[src/rtl/adder_32b_if.sv]
// rtl/adder_32b_if.sv - operand/result bundle for the 32-bit adder/subtractor
//
// Purpose : groups the adder's operand inputs and result outputs so the
//           ALU side (master) and the adder (slave) share one port.
// Signals : A, B      operands
//           SUB       0: A+B, 1: A-B
//           S, COUT   combinational result and carry out of the MSB
//           S_REG, COUT_REG  result and carry registered on rising clk
//           V, Z, N and V_REG, Z_REG, N_REG only with ADDER32B_FLAGS_EN
interface adder_32b_if #(
  parameter int WIDTH = 32
);
  logic [WIDTH-1:0] A;
  logic [WIDTH-1:0] B;
  logic             SUB;
  logic [WIDTH-1:0] S;
  logic             COUT;
  logic [WIDTH-1:0] S_REG;
  logic             COUT_REG;
`ifdef ADDER32B_FLAGS_EN
  logic             V;
  logic             Z;
  logic             N;
  logic             V_REG;
  logic             Z_REG;
  logic             N_REG;
`endif

  modport master (
    output A, B, SUB,
`ifdef ADDER32B_FLAGS_EN
    input  V, Z, N, V_REG, Z_REG, N_REG,
`endif
    input  S, COUT, S_REG, COUT_REG
  );

  modport slave (
    input  A, B, SUB,
`ifdef ADDER32B_FLAGS_EN
    output V, Z, N, V_REG, Z_REG, N_REG,
`endif
    output S, COUT, S_REG, COUT_REG
  );
endinterface

[src/rtl/adder_32b.sv]
// rtl/adder_32b.sv - 32-bit two-level carry-lookahead adder/subtractor
//
// Purpose : {COUT,S} = A + (B ^ {32{SUB}}) + SUB, purely combinational,
//           plus a one-cycle registered copy for pipelined consumers.
// Ports   : clk    core clock, rising edge
//           rst_n  asynchronous active-low reset (clears registered copies only)
//           bus    adder_32b_if.slave (A, B, SUB in; S, COUT, S_REG, COUT_REG out)
// Option  : ADDER32B_FLAGS_EN adds V/Z/N flags and their registered copies.
// WIDTH   : only 32 is supported.
module adder_32b #(
  parameter int WIDTH = 32
) (
  input  logic        clk,
  input  logic        rst_n,
  adder_32b_if.slave  bus
);

  localparam int NG = WIDTH / 4;

  logic [WIDTH-1:0] bx;
  logic [WIDTH-1:0] p;
  logic [WIDTH-1:0] g;
  logic [WIDTH-1:0] s_int;
  logic [WIDTH:0]   c;
  logic [NG-1:0]    gg;
  logic [NG-1:0]    gp;
  logic [NG:0]      gc;

  // Subtraction is A + ~B + 1: invert B here, the +1 enters as carry-in.
  assign bx = bus.B ^ {WIDTH{bus.SUB}};
  assign p  = bus.A ^ bx;
  assign g  = bus.A & bx;

  // First level: each 4-bit group exports generate/propagate and expands its
  // own bit carries from the group carry-in supplied by the second level.
  generate
    for (genvar k = 0; k < NG; k++) begin : g_grp
      assign gp[k] = &p[4*k +: 4];
      assign gg[k] = g[4*k+3]
                   | (p[4*k+3] & g[4*k+2])
                   | (p[4*k+3] & p[4*k+2] & g[4*k+1])
                   | (p[4*k+3] & p[4*k+2] & p[4*k+1] & g[4*k]);

      assign c[4*k]   = gc[k];
      assign c[4*k+1] = g[4*k] | (p[4*k] & gc[k]);
      assign c[4*k+2] = g[4*k+1]
                      | (p[4*k+1] & g[4*k])
                      | (p[4*k+1] & p[4*k] & gc[k]);
      assign c[4*k+3] = g[4*k+2]
                      | (p[4*k+2] & g[4*k+1])
                      | (p[4*k+2] & p[4*k+1] & g[4*k])
                      | (p[4*k+2] & p[4*k+1] & p[4*k] & gc[k]);
    end
  endgenerate

  // Second level: every group carry is a flat sum of products over the group
  // generates below it, so no carry waits on another group carry.
  always_comb begin : lookahead
    logic acc;
    logic run;
    acc   = 1'b0;
    run   = 1'b1;
    gc    = '0;
    gc[0] = bus.SUB;
    for (int k = 0; k < NG; k++) begin
      acc = 1'b0;
      run = 1'b1;
      for (int j = k; j >= 0; j--) begin
        acc = acc | (gg[j] & run);
        run = run & gp[j];
      end
      gc[k+1] = acc | (run & bus.SUB);
    end
  end

  assign c[WIDTH] = gc[NG];
  assign s_int    = p ^ c[WIDTH-1:0];

  assign bus.S    = s_int;
  assign bus.COUT = c[WIDTH];

  always_ff @(posedge clk or negedge rst_n) begin
    if (!rst_n) begin
      bus.S_REG    <= '0;
      bus.COUT_REG <= 1'b0;
    end else begin
      bus.S_REG    <= s_int;
      bus.COUT_REG <= c[WIDTH];
    end
  end

`ifdef ADDER32B_FLAGS_EN
  logic v;
  logic z;
  logic n;

  // Overflow: operands (after B inversion) agree in sign but the result does not.
  assign v = (bus.A[WIDTH-1] == bx[WIDTH-1]) && (s_int[WIDTH-1] != bus.A[WIDTH-1]);
  assign z = ~|s_int;
  assign n = s_int[WIDTH-1];

  assign bus.V = v;
  assign bus.Z = z;
  assign bus.N = n;

  always_ff @(posedge clk or negedge rst_n) begin
    if (!rst_n) begin
      bus.V_REG <= 1'b0;
      bus.Z_REG <= 1'b0;
      bus.N_REG <= 1'b0;
    end else begin
      bus.V_REG <= v;
      bus.Z_REG <= z;
      bus.N_REG <= n;
    end
  end
`endif

endmodule

[src/flat_wrapper.sv]
// flat-port wrapper written by rule: the top's interface ports become plain ports
module adder_32b_flat 
#(
  parameter int WIDTH = 32
)
  (clk, rst_n, bus_A, bus_B, bus_SUB, bus_S, bus_COUT, bus_S_REG, bus_COUT_REG);
  adder_32b_if #(.WIDTH(WIDTH)) bus_i ();
  input  logic clk;
  input  logic rst_n;
  input wire logic [$bits(bus_i.A)-1:0] bus_A;
  input wire logic [$bits(bus_i.B)-1:0] bus_B;
  input wire logic [$bits(bus_i.SUB)-1:0] bus_SUB;
  output wire logic [$bits(bus_i.S)-1:0] bus_S;
  output wire logic [$bits(bus_i.COUT)-1:0] bus_COUT;
  output wire logic [$bits(bus_i.S_REG)-1:0] bus_S_REG;
  output wire logic [$bits(bus_i.COUT_REG)-1:0] bus_COUT_REG;
  assign bus_i.A = bus_A;
  assign bus_i.B = bus_B;
  assign bus_i.SUB = bus_SUB;
  assign bus_S = bus_i.S;
  assign bus_COUT = bus_i.COUT;
  assign bus_S_REG = bus_i.S_REG;
  assign bus_COUT_REG = bus_i.COUT_REG;
  adder_32b #(.WIDTH(WIDTH)) u_core (.clk(clk), .rst_n(rst_n), .bus(bus_i));
endmodule
[config.mk]
export PLATFORM = sky130hd
export DESIGN_NAME = adder_32b_flat
export DESIGN_NICKNAME = d
export VERILOG_FILES = /design/src/rtl/adder_32b_if.sv /design/src/rtl/adder_32b.sv /design/src/flat_wrapper.sv
export SDC_FILE = /design/constraint.sdc
export NUM_CORES = 1
export LEC_CHECK = 0
export CORE_UTILIZATION = 60
export DETAILED_ROUTE_END_ITERATION = 10
export DONT_BUFFER_PORTS = 1
export GPL_TIMING_DRIVEN = 1
export PLACE_DENSITY_LB_ADDON = 0.12
export SLEW_MARGIN = 0
export SYNTH_ARGS = -nofsm -noshare
export SYNTH_HDL_FRONTEND = slang
export SYNTH_SLANG_ARGS = --single-unit
[constraint.sdc]
create_clock -name clk -period 3.8 [get_ports clk]
set_input_delay 0.19 -clock clk [delete_from_list [all_inputs] [get_ports clk]]
set_output_delay 0.19 -clock clk [all_outputs]
set_load 0.02 [all_outputs]
== Yosys cells after proc, flatten, opt, wreduce, memory -nomap -nowiden ==
Cells that the tools add are included.

* Bits in registers: 33
* Bits of input ports: 67
* Output and inout bits: 66

* Bitwise gates (word level): 288
* Reductions and logical operators: 8

{| class="wikitable"
|+ Operators by type and width
! kind !! number
|-
| 1-bit AND || 176
|-
| 1-bit OR || 108
|-
| 32-bit XOR || 3
|-
| 32-bit AND || 1
|-
| 4-bit AND reduction || 8
|}

== Longest topological paths before layout ==
* Word-level depth: 17
* Mapped depth: 14

== Worst setup path after synthesis ==
OpenSTA, ideal clock, no wires.

* Kind: input port to output port
* Start: input bus_SUB
* End: output bus_S[29]
* Arrival time: 3200 ps
* Required time: 3610 ps
* Setup slack: 410 ps
* Stages on the path: 13
* Buffers on the path: 2
* Cells stage by stage: buf_6 clkbuf_1 xor2_1 ha_1 o21ai_0 nor4_1 nor2_1 a2111o_1 a21oi_2 o21a_2 nor2_1 fa_1 xnor2_1

* Cells in the longest elaborated chain, start to end: 17
* Elaborated cells on any way between the ends: 89

{| class="wikitable"
|+ RTL lines
! element !! line !! text
|-
| start: declaration || flat_wrapper.sv:12 || <nowiki>input wire logic [$bits(bus_i.SUB)-1:0] bus_SUB;</nowiki>
|-
| 32-bit XOR || adder_32b.sv:30 || <nowiki>assign bx = bus.B ^ {WIDTH{bus.SUB}};</nowiki>
|-
| 32-bit XOR or 32-bit AND (tied branches) || adder_32b.sv:31, adder_32b.sv:32 ||
|-
| 1-bit AND, on equally long branches || adder_32b.sv:40, adder_32b.sv:41, adder_32b.sv:42 ||
|-
| 1-bit OR (tied with other cells) || adder_32b.sv:40 || <nowiki>| (p[4*k+3] & g[4*k+2])</nowiki>
|-
| 1-bit OR or 1-bit AND (tied branches) || adder_32b.sv:41, adder_32b.sv:42 ||
|-
| 1-bit OR || adder_32b.sv:42 || <nowiki>| (p[4*k+3] & p[4*k+2] & p[4*k+1] & g[4*k]);</nowiki>
|-
| 1-bit AND || adder_32b.sv:69 || <nowiki>acc = acc | (gg[j] & run);</nowiki>
|-
| 1-bit OR (6 in a row) || adder_32b.sv:69 ||
|-
| 1-bit OR || adder_32b.sv:72 || <nowiki>gc[k+1] = acc | (run & bus.SUB);</nowiki>
|-
| 1-bit AND || adder_32b.sv:45 || <nowiki>assign c[4*k+1] = g[4*k] | (p[4*k] & gc[k]);</nowiki>
|-
| 1-bit OR || adder_32b.sv:45 ||
|-
| 32-bit XOR * || adder_32b.sv:77 || <nowiki>assign s_int = p ^ c[WIDTH-1:0];</nowiki>
|-
| end: declaration || flat_wrapper.sv:13 || <nowiki>output wire logic [$bits(bus_i.S)-1:0] bus_S;</nowiki>
|}

Mark *: on every way between the ends. The rest lies on a longest branch, timed or not.

== Worst setup path in the final report ==
Same ends and word-level chain as after synthesis.

==> impl_results.html <==
<table>
<tr><th>Metric</th><th>Value</th></tr>
<tr><th colspan="2">Status</th></tr>
<tr><td>Status</td><td>finished clean</td></tr>
<tr><th colspan="2">Power</th></tr>
<tr><td>Peak supply drop</td><td>roughly 300 uV</td></tr>
<tr><td>Switching component of the power</td><td>about 0.68 mW</td></tr>
<tr><td>Clock network power share</td><td>between 15 and 20%</td></tr>
<tr><td>Static leakage power</td><td>1.277 nW</td></tr>
<tr><td>Power per unit of standard cell area</td><td>approximately 540 mW/mm^2</td></tr>
<tr><td>Internal power contribution</td><td>0.7791 mW</td></tr>
<tr><td>Switching part of the total power</td><td>46.64%</td></tr>
<tr><td>Share of total power in combinational logic</td><td>38.1%</td></tr>
<tr><td>Share of power burned in registers</td><td>44.1%</td></tr>
<tr><th colspan="2">Place</th></tr>
<tr><td>Post-placement worst setup slack</td><td>~0.76 ns</td></tr>
<tr><td>Placed insts</td><td>approximately 310</td></tr>
<tr><td>Count of buffers inserted at the top-level ports</td><td>0</td></tr>
<tr><td>Placed wire-length estimate</td><td>approximately 3900 um</td></tr>
<tr><td>Final Wtd Congestion</td><td>between 0.7 and 0.8</td></tr>
<tr><td>Post-placement cell area</td><td>0.002601 mm^2</td></tr>
<tr><th colspan="2">Floorplan</th></tr>
<tr><td>Die Outline Area</td><td>~0.0045 mm^2</td></tr>
<tr><td>Number of cell rows</td><td>23</td></tr>
<tr><td>Std-Cell Core Area</td><td>0.004058 mm^2</td></tr>
<tr><td>Starting Density</td><td>63.12%</td></tr>
<tr><td>Die width</td><td>67.34 um</td></tr>
<tr><td>IO Pins</td><td>about 130</td></tr>
<tr><td>Overall die height</td><td>67.34 um</td></tr>
<tr><th colspan="2">Timing</th></tr>
<tr><td>Share of the cycle needed by the critical path after routing</td><td>80.05%</td></tr>
<tr><td>Relative max-transition margin</td><td>approximately three fifths</td></tr>
<tr><td>Worst hold margin</td><td>0.1437 ns</td></tr>
<tr><td>Final Critical Period</td><td>about 3 ns</td></tr>
<tr><td>Final setup violating endpoints</td><td>0</td></tr>
<tr><td>Final sum of negative setup slack</td><td>0 ns</td></tr>
<tr><td>Max Clk Rate</td><td>~330 MHz</td></tr>
<tr><td>Slew at the pin closest to its max-slew limit</td><td>~0.59 ns</td></tr>
<tr><td>Count of endpoints failing hold in the final timing report</td><td>0</td></tr>
<tr><td>Final count of pins violating max slew</td><td>0</td></tr>
<tr><td>Worst path setup slack after routing</td><td>0.7581 ns</td></tr>
<tr><td>Setup repair after global routing missed its margin</td><td>false</td></tr>
<tr><th colspan="2">Detailed routing</th></tr>
<tr><td>Detail Route Antenna Nets</td><td>0</td></tr>
<tr><td>Average wire length per cell after detail routing</td><td>15.53 um</td></tr>
<tr><td>Post-route DRC violation count</td><td>0</td></tr>
<tr><td>Ratio of routed vias to standard cells</td><td>5.761</td></tr>
<tr><td>TritonRoute pass-1 iters</td><td>4</td></tr>
<tr><td>Initial DRC Count</td><td>46</td></tr>
<tr><td>Vias post-DR</td><td>1,809</td></tr>
<tr><td>DRT Wirelength</td><td>4877 um</td></tr>
<tr><th colspan="2">Clock tree</th></tr>
<tr><td>Clock tree root buffer cell</td><td>sky130_fd_sc_hd__clkbuf_8</td></tr>
<tr><td>Depth of the CTS H-tree</td><td>2</td></tr>
<tr><td>Number of sinks handled by clock tree synthesis</td><td>33</td></tr>
<tr><td>Number of buffers created by CTS</td><td>5</td></tr>
<tr><td>Clock slew at the register clock pins of the worst setup and hold paths</td><td>0.07 ns</td></tr>
<tr><td>CTS tree</td><td>done</td></tr>
<tr><td>Clock Path Buffers</td><td>2</td></tr>
<tr><td>Post-CTS repair timing setup buffer count</td><td>0</td></tr>
<tr><td>Number of gates given a new drive strength after cts</td><td>0</td></tr>
<tr><td>Post-CTS Hold Fix Bufs</td><td>2</td></tr>
<tr><th colspan="2">Synth</th></tr>
<tr><td>Cell types occupying the most area after synthesis</td><td>sky130_fd_sc_hd__dfrtp_1, sky130_fd_sc_hd__ha_1, sky130_fd_sc_hd__xor2_1</td></tr>
<tr><td>Post-Synth Adder-Cell Area</td><td>21.10%</td></tr>
<tr><td>Area fraction of the dominant cell type after synthesis</td><td>32.24%</td></tr>
<tr><td>Share of synthesized cell area in and, or, nand and nor gates</td><td>10.60%</td></tr>
<tr><td>Yosys warnings</td><td>0</td></tr>
<tr><td>Post-synthesis cell area</td><td>0.002561 mm^2</td></tr>
<tr><td>Post-Syn Nets</td><td>365</td></tr>
<tr><td>Mean cell area of the mapped netlist</td><td>9.889 um^2</td></tr>
<tr><td>Mux contribution to synthesized area</td><td>0.3908%</td></tr>
<tr><td>Number of library cell types mapped by synthesis</td><td>41</td></tr>
<tr><td>Sequential-to-total area share from yosys stat</td><td>32.24%</td></tr>
<tr><td>Share of the synthesized netlist area taken by xor and xnor gates</td><td>18.12%</td></tr>
<tr><td>Main combinational cell family by area after synthesis</td><td>adder cells</td></tr>
<tr><td>Synth Area in Compound Gates</td><td>13.14%</td></tr>
<tr><td>Biggest area consumer among synthesized cells</td><td>sky130_fd_sc_hd__dfrtp_1</td></tr>
<tr><td>Post-synthesis cell count</td><td>259</td></tr>
<tr><td>Synthesized flop and latch total</td><td>33</td></tr>
<tr><th colspan="2">Critical path</th></tr>
<tr><td>Crit Path Category</td><td>in -&gt; out</td></tr>
<tr><td>Type of element launching the critical path</td><td>input port</td></tr>
<tr><td>Critical-path top delay cell</td><td>sky130_fd_sc_hd__xnor2_1</td></tr>
<tr><td>Critical path data required time</td><td>about 3.6 ns</td></tr>
<tr><td>Crit path max fanout</td><td>36</td></tr>
<tr><td>Cell Chain, Critical Path</td><td>xor2_1 -&gt; ha_1 -&gt; o21ai_0 -&gt; nor4_1 -&gt; nor2_1 -&gt; a2111o_1 -&gt; a21oi_2 -&gt; o21a_2 -&gt; nor2_1 -&gt; fa_1 -&gt; xnor2_1</td></tr>
<tr><td>Data arrival time of the critical path</td><td>2.85 ns</td></tr>
<tr><td>Crit path largest cell delay</td><td>around 0.46 ns</td></tr>
<tr><td>Category of the worst setup path capture point</td><td>output port</td></tr>
<tr><td>Cell repeated most along the worst path</td><td>sky130_fd_sc_hd__nor2_1</td></tr>
<tr><th colspan="2">Global routing</th></tr>
<tr><td>Antenna violations before repair</td><td>0</td></tr>
<tr><td>GR Overflow Total</td><td>0</td></tr>
<tr><td>Global routing usage summed across all routing layers</td><td>22.28%</td></tr>
<tr><td>Maximum number of pins on one net before global-route repair</td><td>37</td></tr>
<tr><td>Global-route wire length before repair</td><td>7514 um</td></tr>
<tr><td>Via count of the first global-routing pass</td><td>approximately 1,700</td></tr>
<tr><th colspan="2">Cells and area</th></tr>
<tr><td>Commonest non-fill, non-tap cells in the layout</td><td>sky130_fd_sc_hd__xor2_1, sky130_fd_sc_hd__dfrtp_1, sky130_fd_sc_hd__ha_1</td></tr>
<tr><td>Antenna diode instance count</td><td>0</td></tr>
<tr><td>Most common cell after layout, fill and taps aside</td><td>sky130_fd_sc_hd__xor2_1</td></tr>
<tr><td>Final Instance Area</td><td>0.002718 mm^2</td></tr>
<tr><td>Area growth from synthesis to layout</td><td>6.107%</td></tr>
<tr><td>Fraction of final layout cells with drive strength greater than 1</td><td>under 10%</td></tr>
<tr><td>Non-filler instance count after layout</td><td>314</td></tr>
<tr><td>Net count of the finished layout</td><td>370</td></tr>
<tr><th colspan="2">Worst hold path</th></tr>
<tr><td>Type of the most critical hold path</td><td>in -&gt; reg</td></tr>
<tr><th colspan="2">Run</th></tr>
<tr><td>Max-cap violations</td><td>0</td></tr>
</table>
==> logic make-up (layout without fill, tap and decap cells) <==
logic type,count (synthesis),after routing
buffers and inverters,28,33
XOR/XNOR,53,53
multiplexers,1,1
AO/OA/AOI/OAI,51,51
flip-flops,33,33
AND/OR/NAND/NOR,54,54
adder cells (fa/ha/maj),39,39
==> power by group through the flow <==
stage | clock [mW] | combinational [mW] | sequential, mW
3_5_place_dp | 0 | 0.549 | 0.650
3_3_place_gp | 0 | 0.543 | 0.650
2_1_floorplan | 0 | 0.487 | 0.641
5_1_grt | 0.283 | 0.620 | 0.660
6_report | 0.260 | 0.556 | 0.643
4_1_cts | 0.271 | 0.561 | 0.645
==> metal layers <==
metal | track usage (%) | part of all wire (%) | routed length [um]
met1 | 26.88 | 41 | 2022
met2 | 35.00 | 46 | 2221
met3 | 9.459 | 11 | 546
met4 | 8.245 | 1.8 | 86
met5 | 0 | 0 | 0
==> flip-flops by register name, indices dropped and copies added (netlist names) <==
name and cells:
u_core.bus.COUT_REG 1, u_core.bus.S_REG 32
==> path summary, 6_finish.rpt <==
kind                                         to  slack [ns]  cells past startpoint  startpoint
setup / recovery                      bus_S[29]        0.76                     11     bus_SUB
hold / removal              u_core.bus.S_REG[0]        0.14                      1     bus_SUB
max in group asynchronous  u_core.bus.S_REG[15]        3.27                      2       rst_n
min in group asynchronous  u_core.bus.S_REG[23]        0.35                      2       rst_n
==> cell usage after synthesis <==
master / count
sky130_fd_sc_hd__nand2b_1: 3
sky130_fd_sc_hd__inv_1: 24
sky130_fd_sc_hd__nor2b_1: 2
sky130_fd_sc_hd__nand3_1: 4
sky130_fd_sc_hd__o21ai_0: 7
sky130_fd_sc_hd__and2_1: 2
sky130_fd_sc_hd__mux2i_1: 1
sky130_fd_sc_hd__nand4_1: 3
sky130_fd_sc_hd__ha_1: 32
sky130_fd_sc_hd__o21ai_1: 1
sky130_fd_sc_hd__xnor2_1: 14
sky130_fd_sc_hd__a211oi_2: 2
sky130_fd_sc_hd__and4_1: 1
sky130_fd_sc_hd__or2_2: 1
sky130_fd_sc_hd__a211oi_1: 2
sky130_fd_sc_hd__o31a_1: 1
sky130_fd_sc_hd__and3b_4: 1
sky130_fd_sc_hd__nor2_1: 18
sky130_fd_sc_hd__o21ai_2: 2
sky130_fd_sc_hd__xor2_1: 39
sky130_fd_sc_hd__dfrtp_1: 33
sky130_fd_sc_hd__a2111o_1: 1
sky130_fd_sc_hd__nand2_1: 8
sky130_fd_sc_hd__buf_6: 1
sky130_fd_sc_hd__a21oi_1: 19
sky130_fd_sc_hd__a31oi_1: 1
sky130_fd_sc_hd__nor3_1: 5
sky130_fd_sc_hd__o21bai_1: 1
sky130_fd_sc_hd__a21oi_2: 1
sky130_fd_sc_hd__clkbuf_1: 3
sky130_fd_sc_hd__or4_1: 1
sky130_fd_sc_hd__o22ai_1: 1
sky130_fd_sc_hd__o21a_1: 4
sky130_fd_sc_hd__a21boi_1: 1
sky130_fd_sc_hd__o211ai_1: 1
sky130_fd_sc_hd__or3_1: 3
sky130_fd_sc_hd__nor4_1: 2
sky130_fd_sc_hd__fa_1: 7
sky130_fd_sc_hd__o21a_2: 1
sky130_fd_sc_hd__o2111a_1: 1
sky130_fd_sc_hd__a21o_1: 4
==> critical path, delay by kind of cell <==
kind,cells,cell delay [ns]
simple gates,3,0.45
compound gates,4,0.90
fa+ha+maj,2,0.70
xor+xnor,2,0.60
==> per-stage QoR <==
stage	power, mW	utilization [%]
after global placement	1.194	64.11
final	1.460	66.98
after CTS	1.476	66.98
after global routing	1.563	66.98
after detailed placement	1.199	64.11
after floorplan	1.128	-
==> final cells by class <==
type / instances / area, um^2
fill: 323 / 1340
multi-input combinational: 198 / 1623
clock buffer: 7 / 86.33
inverter: 24 / 90.09
timing repair buffer: 2 / 30.03
sequential: 33 / 825.8
tap: 50 / 62.56
Note: power is estimated with default switching activity, not from simulation.
